===== src/rtl/mem_stage.sv =====
// mem_stage: memory-access stage between execute and write-back.
// Performs one data-memory transaction for loads/stores over a req/ack
// handshake, passes every other instruction straight through, and presents
// registered write-back and branch-redirect outputs.
// Optional feature: define MEM_TIMEOUT_EN to abort an access that sees no
// ack within TIMEOUT cycles (pulses bus_err and retires without write).
module mem_stage #(
  parameter int unsigned TIMEOUT = 15
) (
  input  logic        clk,
  input  logic        rst,
  input  logic        exe_valid,
  output logic        exe_ready,
  input  logic [31:0] exe_out,
  input  logic        z_flag,
  input  logic        is_branch,
  input  logic        is_load,
  input  logic        is_store,
  input  logic        needs_wb,
  input  logic [3:0]  rd,
  input  logic [31:0] st_data,
  input  logic [31:0] pc_in,
  output logic        dmem_req,
  output logic        dmem_we,
  output logic [31:0] dmem_addr,
  output logic [31:0] dmem_wdata,
  input  logic [31:0] dmem_rdata,
  input  logic        dmem_ack,
  output logic        wb_valid,
  output logic        wb_en,
  output logic [3:0]  wb_rd,
  output logic [31:0] wb_data,
  output logic [31:0] pc_out,
  output logic        br_taken,
  output logic [31:0] br_target,
  output logic        bus_err
);

  typedef enum logic {IDLE = 1'b0, MEM = 1'b1} state_t;

  // Reject out-of-range timeout values at elaboration
  if (TIMEOUT < 1 || TIMEOUT > 255) begin : g_bad_timeout
    $error("mem_stage: TIMEOUT must be in 1..255");
  end

  state_t      state_q;
  logic        req_q;
  logic        we_q;
  logic [31:0] addr_q;
  logic [31:0] wdata_q;
  logic        wb_valid_q;
  logic        wb_en_q;
  logic [3:0]  wb_rd_q;
  logic [31:0] wb_data_q;
  logic [31:0] pc_out_q;
  logic        br_taken_q;
  logic [31:0] br_target_q;
  // Pending memory instruction fields needed at retire
  logic [3:0]  rd_q;
  logic        needs_wb_q;
  logic        is_store_q;
  logic [31:0] pc_q;

`ifdef MEM_TIMEOUT_EN
  localparam logic [7:0] CNT_LIMIT = 8'(TIMEOUT - 1);
  logic [7:0] cnt_q;
  logic       bus_err_q;
`endif

  // Stage FSM with all registered outputs; pulses default low every cycle
  always_ff @(posedge clk or posedge rst) begin
    if (rst) begin
      state_q     <= IDLE;
      req_q       <= 1'b0;
      we_q        <= 1'b0;
      addr_q      <= '0;
      wdata_q     <= '0;
      wb_valid_q  <= 1'b0;
      wb_en_q     <= 1'b0;
      wb_rd_q     <= '0;
      wb_data_q   <= '0;
      pc_out_q    <= '0;
      br_taken_q  <= 1'b0;
      br_target_q <= '0;
      rd_q        <= '0;
      needs_wb_q  <= 1'b0;
      is_store_q  <= 1'b0;
      pc_q        <= '0;
`ifdef MEM_TIMEOUT_EN
      cnt_q       <= '0;
      bus_err_q   <= 1'b0;
`endif
    end else begin
      wb_valid_q <= 1'b0;
      br_taken_q <= 1'b0;
`ifdef MEM_TIMEOUT_EN
      bus_err_q  <= 1'b0;
`endif
      case (state_q)
        IDLE: begin
          if (exe_valid) begin
            if (is_load || is_store) begin
              // Launch the memory access; load+store is treated as store
              state_q    <= MEM;
              req_q      <= 1'b1;
              we_q       <= is_store;
              addr_q     <= exe_out;
              wdata_q    <= st_data;
              rd_q       <= rd;
              needs_wb_q <= needs_wb;
              is_store_q <= is_store;
              pc_q       <= pc_in;
`ifdef MEM_TIMEOUT_EN
              cnt_q      <= '0;
`endif
            end else begin
              wb_valid_q  <= 1'b1;
              wb_en_q     <= needs_wb;
              wb_rd_q     <= rd;
              wb_data_q   <= exe_out;
              pc_out_q    <= pc_in;
              br_taken_q  <= is_branch & z_flag;
              br_target_q <= exe_out;
            end
          end
        end
        MEM: begin
          if (dmem_ack) begin
            // Access complete: retire, loads capture read data
            state_q    <= IDLE;
            req_q      <= 1'b0;
            wb_valid_q <= 1'b1;
            wb_en_q    <= needs_wb_q & ~is_store_q;
            wb_rd_q    <= rd_q;
            pc_out_q   <= pc_q;
            if (!is_store_q) begin
              wb_data_q <= dmem_rdata;
            end
          end
`ifdef MEM_TIMEOUT_EN
          else if (cnt_q == CNT_LIMIT) begin
            // No ack within the limit: abort and retire without write
            state_q    <= IDLE;
            req_q      <= 1'b0;
            wb_valid_q <= 1'b1;
            wb_en_q    <= 1'b0;
            wb_rd_q    <= rd_q;
            pc_out_q   <= pc_q;
            bus_err_q  <= 1'b1;
          end else begin
            cnt_q <= cnt_q + 8'd1;
          end
`endif
        end
      endcase
    end
  end

  assign exe_ready  = (state_q == IDLE);
  assign dmem_req   = req_q;
  assign dmem_we    = we_q;
  assign dmem_addr  = addr_q;
  assign dmem_wdata = wdata_q;
  assign wb_valid   = wb_valid_q;
  assign wb_en      = wb_en_q;
  assign wb_rd      = wb_rd_q;
  assign wb_data    = wb_data_q;
  assign pc_out     = pc_out_q;
  assign br_taken   = br_taken_q;
  assign br_target  = br_target_q;
`ifdef MEM_TIMEOUT_EN
  assign bus_err    = bus_err_q;
`else
  assign bus_err    = 1'b0;
`endif

endmodule


===== config.mk =====
export PLATFORM = sky130hd
export DESIGN_NAME = mem_stage
export DESIGN_NICKNAME = d
export VERILOG_FILES = /design/src/rtl/mem_stage.sv
export SDC_FILE = /design/constraint.sdc
export NUM_CORES = 1
export LEC_CHECK = 0
export ABC_AREA = 1
export BUFFER_PORTS_ARGS = -buffer_cell sky130_fd_sc_hd__buf_2
export CAP_MARGIN = 5
export CORE_UTILIZATION = 25
export CTS_CLUSTER_SIZE = 28
export DETAILED_ROUTE_END_ITERATION = 12
export GPL_TIMING_DRIVEN = 0
export SLEW_MARGIN = 30
export SYNTH_ARGS = -nofsm -noshare
export SYNTH_HDL_FRONTEND = slang
export SYNTH_SLANG_ARGS = --single-unit
export TNS_END_PERCENT = 20

===== constraint.sdc =====
create_clock -name clk -period 7.1 [get_ports clk]
set_input_delay 1.42 -clock clk [delete_from_list [all_inputs] [get_ports clk]]
set_output_delay 1.42 -clock clk [all_outputs]
set_load 0.005 [all_outputs]

==> results of run 1 <==
==> per-layer routing <==
layer | track usage | vias up
met2 | 0.283 | 303
met1 | 0.219 | 3841
met3 | 0.0402 | 49
li1 | - | 3908
met5 | 0 | -
met4 | 0.0447 | 8
==> worst max-delay path: stages, from the launching register on <==
cell and delay [ns]:
dfrtp_1 0.56, inv_1 0.15, buf_4 0.19, clkbuf_1 0.42, buf_2 0.21
==> where the power goes <==
group	switching [mW]	internal [mW]	leakage [nW]
clock network	0.505	0.876	0.430
registers	0.180	1.50	2.58
logic	0.552	0.416	3.46
==> registers in the layout (all words and copies together), names as in the netlist <==
| register | flops |
|---|---|
| br_target | 32 |
| dmem_addr | 32 |
| dmem_wdata | 32 |
| pc_out | 32 |
| pc_q | 32 |
| wb_data | 32 |
| rd_q | 4 |
| wb_rd | 4 |
| br_taken | 1 |
| dmem_req | 1 |
| is_store_q | 1 |
| needs_wb_q | 1 |
| state_q | 1 |
| wb_en | 1 |
| wb_valid | 1 |
==> placed cells by master (no fill, tap or decap) <==
cell type / instances
buf_16: 3
buf_2: 341
buf_4: 24
bufinv_16: 5
clkbuf_1: 21
clkbuf_16: 25
clkbuf_8: 5
clkinv_2: 1
clkinv_4: 1
conb_1: 1
dfrtp_1: 207
diode_2: 3
inv_1: 71
inv_2: 1
inv_8: 1
nand2_1: 380
nand2_2: 3
nand3_1: 104
nor2_1: 1
nor2_2: 1
nor2_4: 1
o21ai_0: 139
o21ai_1: 32
o21ai_2: 1
==> cell type report <==
| cell class | count | area, um2 | share of cell area |
|---|---|---|---|
| plain buffers | 70 | 392 | 0.0332 |
| clock inverters | 7 | 164 | 0.0139 |
| inverters | 73 | 282 | 0.0239 |
| flip-flops and latches | 207 | 5180 | 0.439 |
| repair buffers | 313 | 1630 | 0.139 |
| clock buffers | 36 | 717 | 0.0608 |
| multi-input cells | 663 | 2860 | 0.242 |
| diodes | 3 | 7.51 | 0.000637 |
| well taps | 448 | 561 | 0.0475 |
==> stage by stage <==
step | worst slack [ns] | util | hold slack (ns)
3_3_place_gp | -2.77 | 0.319 | 0.450
4_1_cts | 3.54 | 0.348 | 0.471
5_1_grt | 3.46 | 0.348 | 0.481
6_report | 3.62 | 0.348 | 0.464
2_1_floorplan | 0.0275 | - | 0.453
3_5_place_dp | 4.10 | 0.322 | 0.456
==> worst paths after layout <==
kind	to	slack, ns	depth (start not counted)	startpoint
worst max-delay path	exe_ready	3.62	4	state_q$_DFF_PP0_
min in group asynchronous	dmem_wdata[3]$_DFFE_PP0P_	0.87	2	rst
worst max register to register	br_target[31]$_DFFE_PP0P_	4.94	5	state_q$_DFF_PP0_
worst min-delay path	dmem_wdata[11]$_DFFE_PP0P_	0.46	2	dmem_wdata[11]$_DFFE_PP0P_
max in group asynchronous	dmem_addr[23]$_DFFE_PP0P_	5.34	4	rst
worst min register to register	dmem_wdata[11]$_DFFE_PP0P_	0.46	2	dmem_wdata[11]$_DFFE_PP0P_
==> logic make-up after synthesis <==
logic type	count (synthesis)	share of synthesized area
AND/OR/NAND/NOR	490	0.228
flip-flops	207	0.595
AO/OA/AOI/OAI	172	0.0994
buffers and inverters	143	0.0765
other	1	0.000431
==> qor.yml, run 1 <==
skew_ns: 0.0198
arrival_ns: 2.06
dpl_cell_area_um2: 10900
cp.required_ns: 5.68
final-max-slew-violation-count: 0
fin_cells: 1820
cellPowerDensity_nw_per_um2: 342
syn_area_um2: 8700
cts_tree: "built"
outcome: "finished, final reports clean"
synthTopCellsByArea: "dfrtp_1 (60%), nand2_1 (16%), o21ai_0 (8.0%)"
drt_iter0_drc: 320
worst_slew_pin_slew_ns: 0.620
clock-sinks: 207
routedWlPerCell_um: 16.7
grtUsageTotal: 0.169
drc: 0
port_buffers: 310
fmaxAchievable_ghz: 0.287
p_leak_nw: 6.48
die_y_um: 189
syn-mean-instance-area_um2: 8.59
peakVddDrop_mv: 0.157
yosys.area.top_type: "dfrtp_1"
cts.repair.resized: 0
synthTopCellsByCount: "nand2_1 (380), dfrtp_1 (207), o21ai_0 (139)"
met3RoutedLength_um: 2290
grt_start_max_net_pins: 66
drive_gt1_frac: 0.302
ant_nets: 0
grt_pass1_vias: 8230
clkLatencyLatePin_ns: 0.53
cts_buffer_depth: 3
num-fill-cells: 3564
num-nets-final: 1493
fp.dieArea_um2: 35600
drtPass1Iterations: 5
synthArstFlopShare: 1.00
relSlewSlack: 0.587
cts_root_buffer: "clkbuf_16"
met1Wirelength_um: 13100
grt_setup_unrepaired: "false"
synth_edf_count: 0
cts_setup_buffers: 0
antenna_found_initial: 7
htree_levels: 1
final_area_um2: 11800
grt_overflow: 0
maxCapViolations: 0
hold_viol_final: 0
crit_path_end_kind: "primary output"
finalPower_mw: 4.03
dp_hpwl_um: 22400
layout_min_cycle_time_ns: 3.48
dr.max_layer_used: "met5"
crit_path_start_kind: "register"
yosys_warnings: 0
worstSetupPathType: "register to primary output"
yosysMostFrequentCell: "nand2_1"
synth_top_cell_area_share: 0.595
cts_made_buffers: 24
gp_congestion: 0.862
path_clk_slew_ns: 0.06
syn_nets: 1154
start_util: 0.257
totalNegativeSetupSlack_ns: 0
vias_per_cell: 4.46
ys_ff_latch: 207
crit_fanout: 10
fp.coreArea_um2: 33900
row_count: 67
wl_um: 30400
met2WireLength_um: 14300
vias: 8109
synthFlopType: "dfrtp_1"
fin_crit_sh: 0.490
cts_hold_buf: 0
synth-seq-area-share: 0.595
area_growth_pct: 35.5
synthCells: 1013
num_io_pins: 312
hold_path_class: "register to register"
yosysUniqueCellTypes: 16
grt_pass1_wl_um: 46700
dieWidth_um: 189
place_inst: 1774
setup_viol: 0
Note: power is estimated with default switching activity, not from simulation.
==> run 2, diff against run 1 <==
==> constraint.sdc (replaced) <==
create_clock -name clk -period 3.2 [get_ports clk]
set_input_delay 0.64 -clock clk [delete_from_list [all_inputs] [get_ports clk]]
set_output_delay 0.64 -clock clk [all_outputs]
set_load 0.005 [all_outputs]
==> run 2 against run 1 <==
Net effect:
- critical path depth stayed put
- final area is 0.28% higher
- final cell count is 0.38% higher
- power is 120% higher
- combinational power is 120% higher
- non-clock buffer count is 5 higher
- utilization is 0.096 points higher
- via count stayed put
- count of clock-buffer cells in the layout is 1 higher
- largest cell class unchanged
==> qor.yml, run 2 (synthesized netlist as in run 1, its figures left out) <==
outcome: "finished, final reports clean"
fp.dieArea_um2: 35600  # unchanged
regArea_um2: 5180  # unchanged
clkPwrFrac: 0.324  # -0.018
crit_path_end_kind: "primary output"
arrival_ns: 2.05  # about the same
final_common_cell: "nand2_1"
cts_buffer_depth: 3  # unchanged
final_cell_mix: "nand2_1 (380), buf_2 (341), dfrtp_1 (207)"
grt_pass1_vias: 8285  # +0.67%
wl_um: 30900  # +1.6%
dieWidth_um: 189  # unchanged
worstSetupEndpoint: "exe_ready"
final-max-slew-violation-count: 0  # unchanged
ant_nets: 0  # unchanged
drc: 0  # unchanged
gp_congestion: 0.865  # +0.26%
cts_setup_buffers: 0  # unchanged
vias: 8109  # unchanged
crit_fanout: 10  # unchanged
layout_min_cycle_time_ns: 2.69
drtPass1Iterations: 5  # unchanged
p_leak_nw: 6.49  # +0.16%
die_y_um: 189  # unchanged
final_area_um2: 11800  # +0.28%
hold_path_class: "input port to asynchronous set/reset pin"
cp.required_ns: 2.56  # -3.12 ns
path_clk_slew_ns: 0.06  # about the same
clkLatencyLatePin_ns: 0.52  # about the same
area_growth_pct: 35.9
r2r_start: "state_q$_DFF_PP0_"
grt_start_max_net_pins: 29  # -56%
cts_root_buffer: "clkbuf_16"
grtUsageTotal: 0.173  # +0.00339
finalPower_mw: 8.74  # +120%
pwr-share-comb: 0.249  # +0.009
worstSetupPathType: "register to primary output"
crit_path_start_kind: "register"
fin_crit_sh: 0.840
crit_start: "state_q$_DFF_PP0_"
start_util: 0.257  # unchanged
r2r_slack_ns: 1.22  # -3.72 ns
reg2reg_depth: 5  # unchanged
worst_slew_pin_slew_ns: 0.679  # +0.0590 ns
num_io_pins: 312  # unchanged
internal_power_mw: 6.00  # +110%
dp_hpwl_um: 23100  # +2.7%
setup_viol: 0  # unchanged
fmaxAchievable_ghz: 0.372
grt_pass1_wl_um: 47900  # +2.6%
multi_input_area_um2: 2860  # unchanged
power_switching_mw: 2.74  # +120%
relSlewSlack: 0.547  # -0.0393
clock-sinks: 207  # unchanged
cellPowerDensity_nw_per_um2: 739  # +120%
vias_per_cell: 4.44  # -0.38%
port_buffers: 310  # unchanged
cts_hold_buf: 0  # unchanged
p_sw_frac: 0.313  # +0.00655
row_count: 67  # unchanged
r2r_end: "br_target[3]$_DFFE_PP0P_"
pwr-share-seq: 0.427  # +0.009
num-fill-cells: 3579  # +0.42%
final_util: 0.349  # +0.000961
antenna_found_initial: 7  # unchanged
cts_made_buffers: 25  # +4.2%
grt_overflow: 0  # unchanged
grt_setup_unrepaired: "false"
maxCapViolations: 0  # unchanged
cts_tree: "built"
skew_ns: 0.0101  # -0.00963 ns
drt_iter0_drc: 383  # +20%
peakVddDrop_mv: 0.359  # +130%
fp.coreArea_um2: 33900  # unchanged
htree_levels: 1  # unchanged
hold_viol_final: 0  # unchanged
num-nets-final: 1499  # +0.40%
routedWlPerCell_um: 16.9  # +1.2%
dpl_cell_area_um2: 11000  # +0.81%
cts.repair.resized: 0  # unchanged
drive_gt1_frac: 0.305  # +0.00305
-- run 2: power groups by stage --
stage	registers, mW	clock network [mW]	logic, mW
after floorplan	3.79	0	0.977
after global placement	3.76	0	2.16
after detailed placement	3.77	0	2.22
after CTS	3.74	2.94	2.23
after global routing	3.82	3.04	2.47
final	3.74	2.83	2.17
-- run 2: how the worst min path moves through the flow --
| stage | startpoint | end | slack, ns | cells after the start |
|---|---|---|---|---|
| finish | rst | wb_data[18]$_DFFE_PP0P_ | 0.15 | 2 |
| global route | rst | wb_data[18]$_DFFE_PP0P_ | 0.16 | 2 |
| CTS | rst | wb_data[6]$_DFFE_PP0P_ | 0.13 | 2 |
| detailed placement | wb_data[19]$_DFFE_PP0P_ | wb_data[19]$_DFFE_PP0P_ | 0.45 | 2 |
| global placement | dmem_wdata[29]$_DFFE_PP0P_ | dmem_wdata[29]$_DFFE_PP0P_ | 0.45 | 2 |
| floorplan | pc_q[10]$_DFFE_PP0P_ | pc_q[10]$_DFFE_PP0P_ | 0.45 | 2 |
-- run 2: per-layer routing --
layer / share of wire / up-vias / wire (um) / GRT usage
met5: 0.0010 / - / 32 / 0
met4: 0.024 / 6 / 738 / 0.0487
met3: 0.078 / 49 / 2400 / 0.0419
met2: 0.46 / 319 / 14300 / 0.285
met1: 0.43 / 3829 / 13400 / 0.225
li1: - / 3906 / - / -
-- run 2: final cells by class --
cell class / instances / share of cell area
plain buffers: 70 / 0.0331
repair buffers: 318 / 0.146
clock buffers: 37 / 0.0618
well taps: 448 / 0.0474
diodes: 4 / 0.000847
flip-flops and latches: 207 / 0.438
inverters: 73 / 0.0235
multi-input cells: 663 / 0.241
clock inverters: 7 / 0.00772
-- run 2: metrics by stage --
step                      cells  setup slack [ns]  setup TNS [ns]  hold WS [ns]
after global placement     1771             -1.62         -330.20         0.451
after CTS                  1823             0.389               0         0.127
after global routing       1826             0.321               0         0.157
after detailed placement   1779             0.972               0         0.453
final                      1827             0.512               0         0.151
after floorplan            1013            -0.126          -26.13         0.453
-- run 2: critical path, cell delays in order, from the launching register on --
cell      delay [ns]
dfrtp_1         0.53
inv_1           0.13
buf_4           0.19
clkbuf_1        0.46
buf_2           0.21
